## src/rtl/db_pkg.sv

```systemverilog
// Shared definitions for the data burst controller: default widths, bank data range
// and the controller state encoding.
package db_pkg;

   localparam int ADDR_W_DEF    = 9;
   localparam int DATA_W_DEF    = 8;
   localparam int LEN_W_DEF     = 8;
   localparam int BANK_DATA_TOP = 255;

   typedef enum logic [2:0] {
      ST_IDLE   = 3'd0,
      ST_HDR    = 3'd1,
      ST_WBEAT  = 3'd2,
      ST_RBEAT  = 3'd3,
      ST_RFLUSH = 3'd4,
      ST_DONE   = 3'd5
   } state_t;

endpackage

```

## src/rtl/burst_splitter.sv

```systemverilog
// Holds the transfer pointer, remaining byte count and per-burst beat counter, and
// derives the length of the next burst as min(max burst size, remaining).
module burst_splitter
   import db_pkg::*;
#(
   parameter int LEN_W = LEN_W_DEF
)(
   input  logic             clk,
   input  logic             rst_n,
   input  logic             load_i,
   input  logic [LEN_W-1:0] length_i,
   input  logic [LEN_W-1:0] mbs_i,
   input  logic             grant_i,
   input  logic             beat_i,
   output logic [LEN_W-1:0] ptr_o,
   output logic [LEN_W-1:0] rem_o,
   output logic [LEN_W-1:0] beat_cnt_o,
   output logic [LEN_W-1:0] burst_len_o
);

   logic [LEN_W-1:0] mbs_q, mbs_d;
   logic [LEN_W-1:0] ptr_q, ptr_d;
   logic [LEN_W-1:0] rem_q, rem_d;
   logic [LEN_W-1:0] cnt_q, cnt_d;
   logic [LEN_W-1:0] burst_len;

   assign burst_len = (mbs_q < rem_q) ? mbs_q : rem_q;

   always_comb begin
      mbs_d = mbs_q;
      ptr_d = ptr_q;
      rem_d = rem_q;
      cnt_d = cnt_q;
      if (load_i) begin
         // A zero burst size would never make progress, so treat it as single-beat.
         mbs_d = (mbs_i == '0) ? LEN_W'(1) : mbs_i;
         ptr_d = '0;
         rem_d = length_i;
         cnt_d = '0;
      end else if (grant_i) begin
         cnt_d = burst_len;
      end else if (beat_i) begin
         ptr_d = ptr_q + 1'b1;
         rem_d = rem_q - 1'b1;
         cnt_d = cnt_q - 1'b1;
      end
   end

   always_ff @(posedge clk or negedge rst_n) begin
      if (!rst_n) begin
         mbs_q <= '0;
         ptr_q <= '0;
         rem_q <= '0;
         cnt_q <= '0;
      end else begin
         mbs_q <= mbs_d;
         ptr_q <= ptr_d;
         rem_q <= rem_d;
         cnt_q <= cnt_d;
      end
   end

   assign ptr_o       = ptr_q;
   assign rem_o       = rem_q;
   assign beat_cnt_o  = cnt_q;
   assign burst_len_o = burst_len;

endmodule

```

## src/rtl/data_burst_ctrl.sv

```systemverilog
// Moves a block of bytes between register-bank data locations 0..length-1 and an
// external burst interface, splitting it into bursts of at most max_burst_size beats.
//
// Handshakes: a header is accepted on a cycle with bst_req && bst_gnt; a write beat
// moves on a cycle with bst_wvalid && bst_wready, wvalid/wdata/addr held until then;
// read beats have no backpressure and are taken on any bst_rvalid while in RBEAT.
module data_burst_ctrl
   import db_pkg::*;
#(
   parameter int ADDR_W = ADDR_W_DEF,
   parameter int DATA_W = DATA_W_DEF,
   parameter int LEN_W  = LEN_W_DEF
)(
   input  logic              clk,
   input  logic              rst_n,
   input  logic              rb_db_start,
   input  logic [LEN_W-1:0]  rb_db_length,
   input  logic [LEN_W-1:0]  rb_db_max_burst_size,
   input  logic              rb_db_rw,
   input  logic [DATA_W-1:0] rb_db_data,
   input  logic              rb_db_ack,
   output logic              db_rb_req,
   output logic [ADDR_W-1:0] db_rb_addr,
   output logic [DATA_W-1:0] db_rb_data,
   output logic              db_rb_idle,
   output logic              db_rb_rd_done,
   output logic              bst_req,
   input  logic              bst_gnt,
   output logic              bst_rw,
   output logic [LEN_W-1:0]  bst_len,
   output logic              bst_wvalid,
   input  logic              bst_wready,
   output logic [DATA_W-1:0] bst_wdata,
   input  logic              bst_rvalid,
   input  logic [DATA_W-1:0] bst_rdata,
   output state_t            dbg_state
);

   state_t            state_q, state_d;
   logic              rw_q, rw_d;
   logic              rd_req_q;
   logic [LEN_W-1:0]  rd_addr_q;
   logic [DATA_W-1:0] rd_data_q;

   logic              load, grant, beat, rd_cap;
   logic [LEN_W-1:0]  ptr, rem, beat_cnt, burst_len;
   logic              unused_ack;

   assign unused_ack = rb_db_ack;

   burst_splitter #(.LEN_W(LEN_W)) u_splitter (
      .clk         (clk),
      .rst_n       (rst_n),
      .load_i      (load),
      .length_i    (rb_db_length),
      .mbs_i       (rb_db_max_burst_size),
      .grant_i     (grant),
      .beat_i      (beat),
      .ptr_o       (ptr),
      .rem_o       (rem),
      .beat_cnt_o  (beat_cnt),
      .burst_len_o (burst_len)
   );

   always_comb begin
      state_d = state_q;
      load    = 1'b0;
      grant   = 1'b0;
      beat    = 1'b0;
      rd_cap  = 1'b0;
      case (state_q)
         ST_IDLE: begin
            if (rb_db_start) begin
               load    = 1'b1;
               state_d = (rb_db_length == '0) ? ST_DONE : ST_HDR;
            end
         end
         ST_HDR: begin
            if (bst_gnt) begin
               grant   = 1'b1;
               state_d = rw_q ? ST_WBEAT : ST_RBEAT;
            end
         end
         ST_WBEAT: begin
            if (bst_wready) begin
               beat = 1'b1;
               if (beat_cnt == LEN_W'(1))
                  state_d = (rem == LEN_W'(1)) ? ST_DONE : ST_HDR;
            end
         end
         ST_RBEAT: begin
            if (bst_rvalid) begin
               beat   = 1'b1;
               rd_cap = 1'b1;
               // The last bank write is registered, so give it a cycle before DONE.
               if (beat_cnt == LEN_W'(1))
                  state_d = (rem == LEN_W'(1)) ? ST_RFLUSH : ST_HDR;
            end
         end
         ST_RFLUSH: state_d = ST_DONE;
         ST_DONE:   state_d = ST_IDLE;
         default:   state_d = ST_IDLE;
      endcase
   end

   assign rw_d = load ? rb_db_rw : rw_q;

   always_ff @(posedge clk or negedge rst_n) begin
      if (!rst_n) begin
         state_q   <= ST_IDLE;
         rw_q      <= 1'b0;
         rd_req_q  <= 1'b0;
         rd_addr_q <= '0;
         rd_data_q <= '0;
      end else begin
         state_q  <= state_d;
         rw_q     <= rw_d;
         rd_req_q <= rd_cap;
         if (rd_cap) begin
            rd_addr_q <= ptr;
            rd_data_q <= bst_rdata;
         end
      end
   end

   assign db_rb_idle    = (state_q == ST_IDLE);
   assign db_rb_rd_done = (state_q == ST_DONE) && !rw_q;
   assign bst_req       = (state_q == ST_HDR);
   assign bst_rw        = rw_q;
   assign bst_len       = (state_q == ST_HDR) ? burst_len : '0;
   assign bst_wvalid    = (state_q == ST_WBEAT);
   assign bst_wdata     = (state_q == ST_WBEAT) ? rb_db_data : '0;

   // Bank port: live pointer while streaming out, registered pulse while reading in.
   always_comb begin
      db_rb_req  = 1'b0;
      db_rb_addr = '0;
      db_rb_data = '0;
      if (state_q == ST_WBEAT) begin
         db_rb_req  = 1'b1;
         db_rb_addr = {{(ADDR_W-LEN_W){1'b0}}, ptr};
      end else if (rd_req_q) begin
         db_rb_req  = 1'b1;
         db_rb_addr = {{(ADDR_W-LEN_W){1'b0}}, rd_addr_q};
         db_rb_data = rd_data_q;
      end
   end

   assign dbg_state = state_q;

endmodule

```

## config.mk

```make
export PLATFORM = sky130hd
export DESIGN_NAME = data_burst_ctrl
export DESIGN_NICKNAME = d
export VERILOG_FILES = /design/src/rtl/db_pkg.sv /design/src/rtl/burst_splitter.sv /design/src/rtl/data_burst_ctrl.sv
export SDC_FILE = /design/constraint.sdc
export NUM_CORES = 1
export LEC_CHECK = 0
export CORE_MARGIN = 4
export CORE_UTILIZATION = 30
export CTS_CLUSTER_DIAMETER = 30
export DETAILED_ROUTE_END_ITERATION = 10
export PLACE_DENSITY_LB_ADDON = 0.05
export SLEW_MARGIN = 20
export SYNTH_ARGS = -nofsm -noshare
export SYNTH_HDL_FRONTEND = slang
export SYNTH_SLANG_ARGS = --single-unit
```

## constraint.sdc

```tcl
create_clock -name clk -period 3.89 [get_ports clk]
set_clock_uncertainty 0.2 [all_clocks]
set_input_delay 0.389 -clock clk [delete_from_list [all_inputs] [get_ports clk]]
set_output_delay 0.389 -clock clk [all_outputs]
set_load 0.01 [all_outputs]
```

==> results.sh <==
export IMPL_status="completed"
export IMPL_routed_via_count=2659
export IMPL_min_period_ns=3.391
export IMPL_path_cells="inv_1, ha_1, o21ai_0, a21oi_1, a21oi_4, mux2i_1, nor2_1, clkdlybuf4s50_1"
export IMPL_syn_num_nets=388
export IMPL_arrival_ns=2.80
export IMPL_antenna_found_initial=0
export IMPL_maxCapViolations=0
export IMPL_worst_hold_path_type="reg -> reg"
export IMPL_drt_initial_drc_count=141
export IMPL_dp_cells=533
export IMPL_cts_root_buf="clkbuf_8"
export IMPL_drive_gt1_share_pct=11.25
export IMPL_dp_hpwl_mm=6.227
export IMPL_die_x_um=109.9
export IMPL_power_per_cell_area_nw_per_um2=733.2
export IMPL_synthArstFlopShare_pct=100.0
export IMPL_dieArea_um2=12070
export IMPL_ctsHoldBuffers=1
export IMPL_grt_max_degree=34
export IMPL_groute_usage_overall_pct=14.39
export IMPL_synth_top_area_cell="dfrtp_1"
export IMPL_synth_compound_area_share_pct=10.69
export IMPL_cpMaxStageDelayCell="clkdlybuf4s50_1"
export IMPL_p_leak_nw=1.821
export IMPL_irDropWorstVdd_mv=0.2723
export IMPL_yosysSeqAreaShare_pct=42.60
export IMPL_r2r_slack_ns=1.23
export IMPL_synth_edf_count=0
export IMPL_wirelength_mm=8.362
export IMPL_dieHeight_um=109.9
export IMPL_synthCells=336
export IMPL_numCtsBuffers=5
export IMPL_ant_nets=0
export IMPL_initial_utilization_pct=31.27
export IMPL_n_fill_cell=998
export IMPL_relSlewSlack_pct=40.97
export IMPL_synth_most_common_cell="dfrtp_1"
export IMPL_cts_tree="built"
export IMPL_layout_nets=460
export IMPL_synthSimpleGateAreaFrac_pct=22.39
export IMPL_layout_setup_ws_ns=0.4994
export IMPL_synth_common_cells="53 x dfrtp_1, 37 x nand2_1, 25 x mux2_2"
export IMPL_synth_top_family_by_area="simple AND/OR/NAND/NOR gates"
export IMPL_first_pass_iters=4
export IMPL_io_pins=82
export IMPL_ys_seq_elements=53
export IMPL_cts_resized=0
export IMPL_synth_xor_area_share_pct=2.814
export IMPL_first_global_vias=2613
export IMPL_grt_ovfl_total=0
export IMPL_hold_viol_final=0
export IMPL_muxShareOfSynthArea_pct=11.94
export IMPL_critPathKind="reg -> out"
export IMPL_clk_latency_ns=0.31
export IMPL_end_kind="output port"
export IMPL_cpPeakStageDelay_ns=0.49
export IMPL_clk_pin_slew_ns=0.10
export IMPL_worstPathRequired_ns=3.30
export IMPL_seqCellArea_um2=1326
export IMPL_crit_fanout=8
export IMPL_clock_sinks=53
export IMPL_grt_pass1_wl_mm=13.65
export IMPL_final_setup_viol_count=0
export IMPL_cts_htree_levels=2
export IMPL_drc=0
export IMPL_place_ws_ns=0.8490
export IMPL_tightest_slew_ns=0.8829
export IMPL_synth_area_leaders="dfrtp_1 43%, mux2_2 9.0%, ha_1 4.8%"
export IMPL_yosys_warnings=0
export IMPL_layout_worst_path_cycle_share_pct=87.16
export IMPL_post_cts_buffers=0
export IMPL_synth_top_area_share_pct=42.60
export IMPL_syn_area_per_cell_um2=9.265
export IMPL_multi_input_area_um2=1643
export IMPL_synthesis_area_um2=3113
export IMPL_path_buf_inv=2
export IMPL_cpLargestDelayFamily="compound AO/OA/AOI/OAI gates"
export IMPL_io_buffers=79
export IMPL_post_drt_wl_per_cell_um=15.43
export IMPL_final_max_slew_viol_count=0
export IMPL_areaGrowthSynthToFinish_pct=33.04
export IMPL_gp_congestion=0.7872
export IMPL_setup_tns_ns=0
export IMPL_synthFlopType="dfrtp_1"
export IMPL_rsz0062_at_grt="no"
export IMPL_cp_start_kind="flip-flop"
export IMPL_antennaDiodeCount=0
export IMPL_instances_no_fill=542
export IMPL_max_freq_mhz=294.9
export IMPL_synth_adder_area_share_pct=4.823
export IMPL_rows=36
export IMPL_routed_via_density=4.906
export IMPL_ys_types=47
export IMPL_cts_max_path_buffers=2
export IMPL_coreArea_um2=9955
==> routing by layer <==
layer  part of all wire [%]  vias to the layer above  global-route usage, %
met1                     50                     1270                  21.05
met5                      0                        -                      0
met3                    5.7                        8                  2.936
met2                     43                       61                  21.49
met4                    1.2                        0                  3.740
li1                       -                     1320                      -
==> path summary, 6_finish.rpt <==
kind | end | cells after the start | start
max in group asynchronous | rd_data_q[5] | 3 | rst_n
hold reg to reg | rd_data_q[7] | 1 | rd_data_q[7]
setup reg to reg | rd_data_q[1] | 3 | dbg_state[1]
min in group asynchronous | bst_rw | 2 | rst_n
hold / removal | rd_data_q[7] | 1 | rd_data_q[7]
setup / recovery | bst_len[4] | 8 | u_splitter.rem_o[2]
==> power breakdown <==
part	internal [mW]	total [mW]	switching [mW]
logic	0.785	1.61	0.827
clock network	0.209	0.396	0.187
registers	0.763	1.03	0.266
==> flip-flops by register name, indices dropped and copies added, names as in the netlist, 3 cells and up <==
name and count:
u_splitter.ptr_o 8, u_splitter.mbs_q 8, rd_data_q 8, rd_addr_q 8, u_splitter.rem_o 8, u_splitter.beat_cnt_o 8, dbg_state 3
==> cells by family after synthesis <==
| group | count (synthesis) |
|---|---|
| other | 1 |
| AND/OR/NAND/NOR | 138 |
| flip-flops | 53 |
| XOR/XNOR | 10 |
| multiplexers | 34 |
| buffers and inverters | 36 |
| adder cells (fa/ha/maj) | 12 |
| AO/OA/AOI/OAI | 52 |
==> through the flow <==
step / area [um2] / utilization (%) / hold slack [ns] / power (mW)
floorplan: 3113 / - / -0.1066 / 2.035
global placement: 4011 / 40.30 / 0.2808 / 2.651
detailed placement: 4011 / 40.30 / 0.2871 / 2.670
CTS: 4141 / 41.60 / 0.3104 / 3.083
global route: 4141 / 41.60 / 0.3223 / 3.307
finish: 4141 / 41.60 / 0.3048 / 3.036
==> layout make-up <==
type                            instances  area share, %
Clock buffer                            6          1.994
Clock inverter                          2         0.9063
Multi-Input combinational cell        247          39.67
Timing Repair Buffer                   83          19.76
Inverter                               18          1.631
Sequential cell                        53          32.02
Tap cell                              133          4.018
==> layout by cell type, fill, tap and decap left out, types with 2 or more instances in the layout <==
| master | count |
|---|---|
| o22ai_1 | 2 |
| nand2b_1 | 6 |
| nor3_1 | 10 |
| nor2b_1 | 3 |
| nand3b_1 | 2 |
| a21oi_1 | 8 |
| nand2_1 | 37 |
| inv_1 | 17 |
| xor2_1 | 4 |
| clkbuf_8 | 6 |
| mux2i_1 | 9 |
| dfrtp_1 | 53 |
| clkdlybuf4s50_1 | 78 |
| o211ai_1 | 2 |
| or2_2 | 2 |
| nor4_1 | 7 |
| a31oi_1 | 4 |
| nand3_1 | 16 |
| o21ai_0 | 24 |
| mux2_2 | 25 |
| and3_1 | 16 |
| nor3b_1 | 3 |
| nand4_1 | 5 |
| buf_4 | 3 |
| ha_1 | 12 |
| xnor2_1 | 6 |
| a221o_1 | 2 |
| nor2_1 | 24 |
| and2_1 | 2 |
Note: power is estimated with default switching activity, not from simulation.
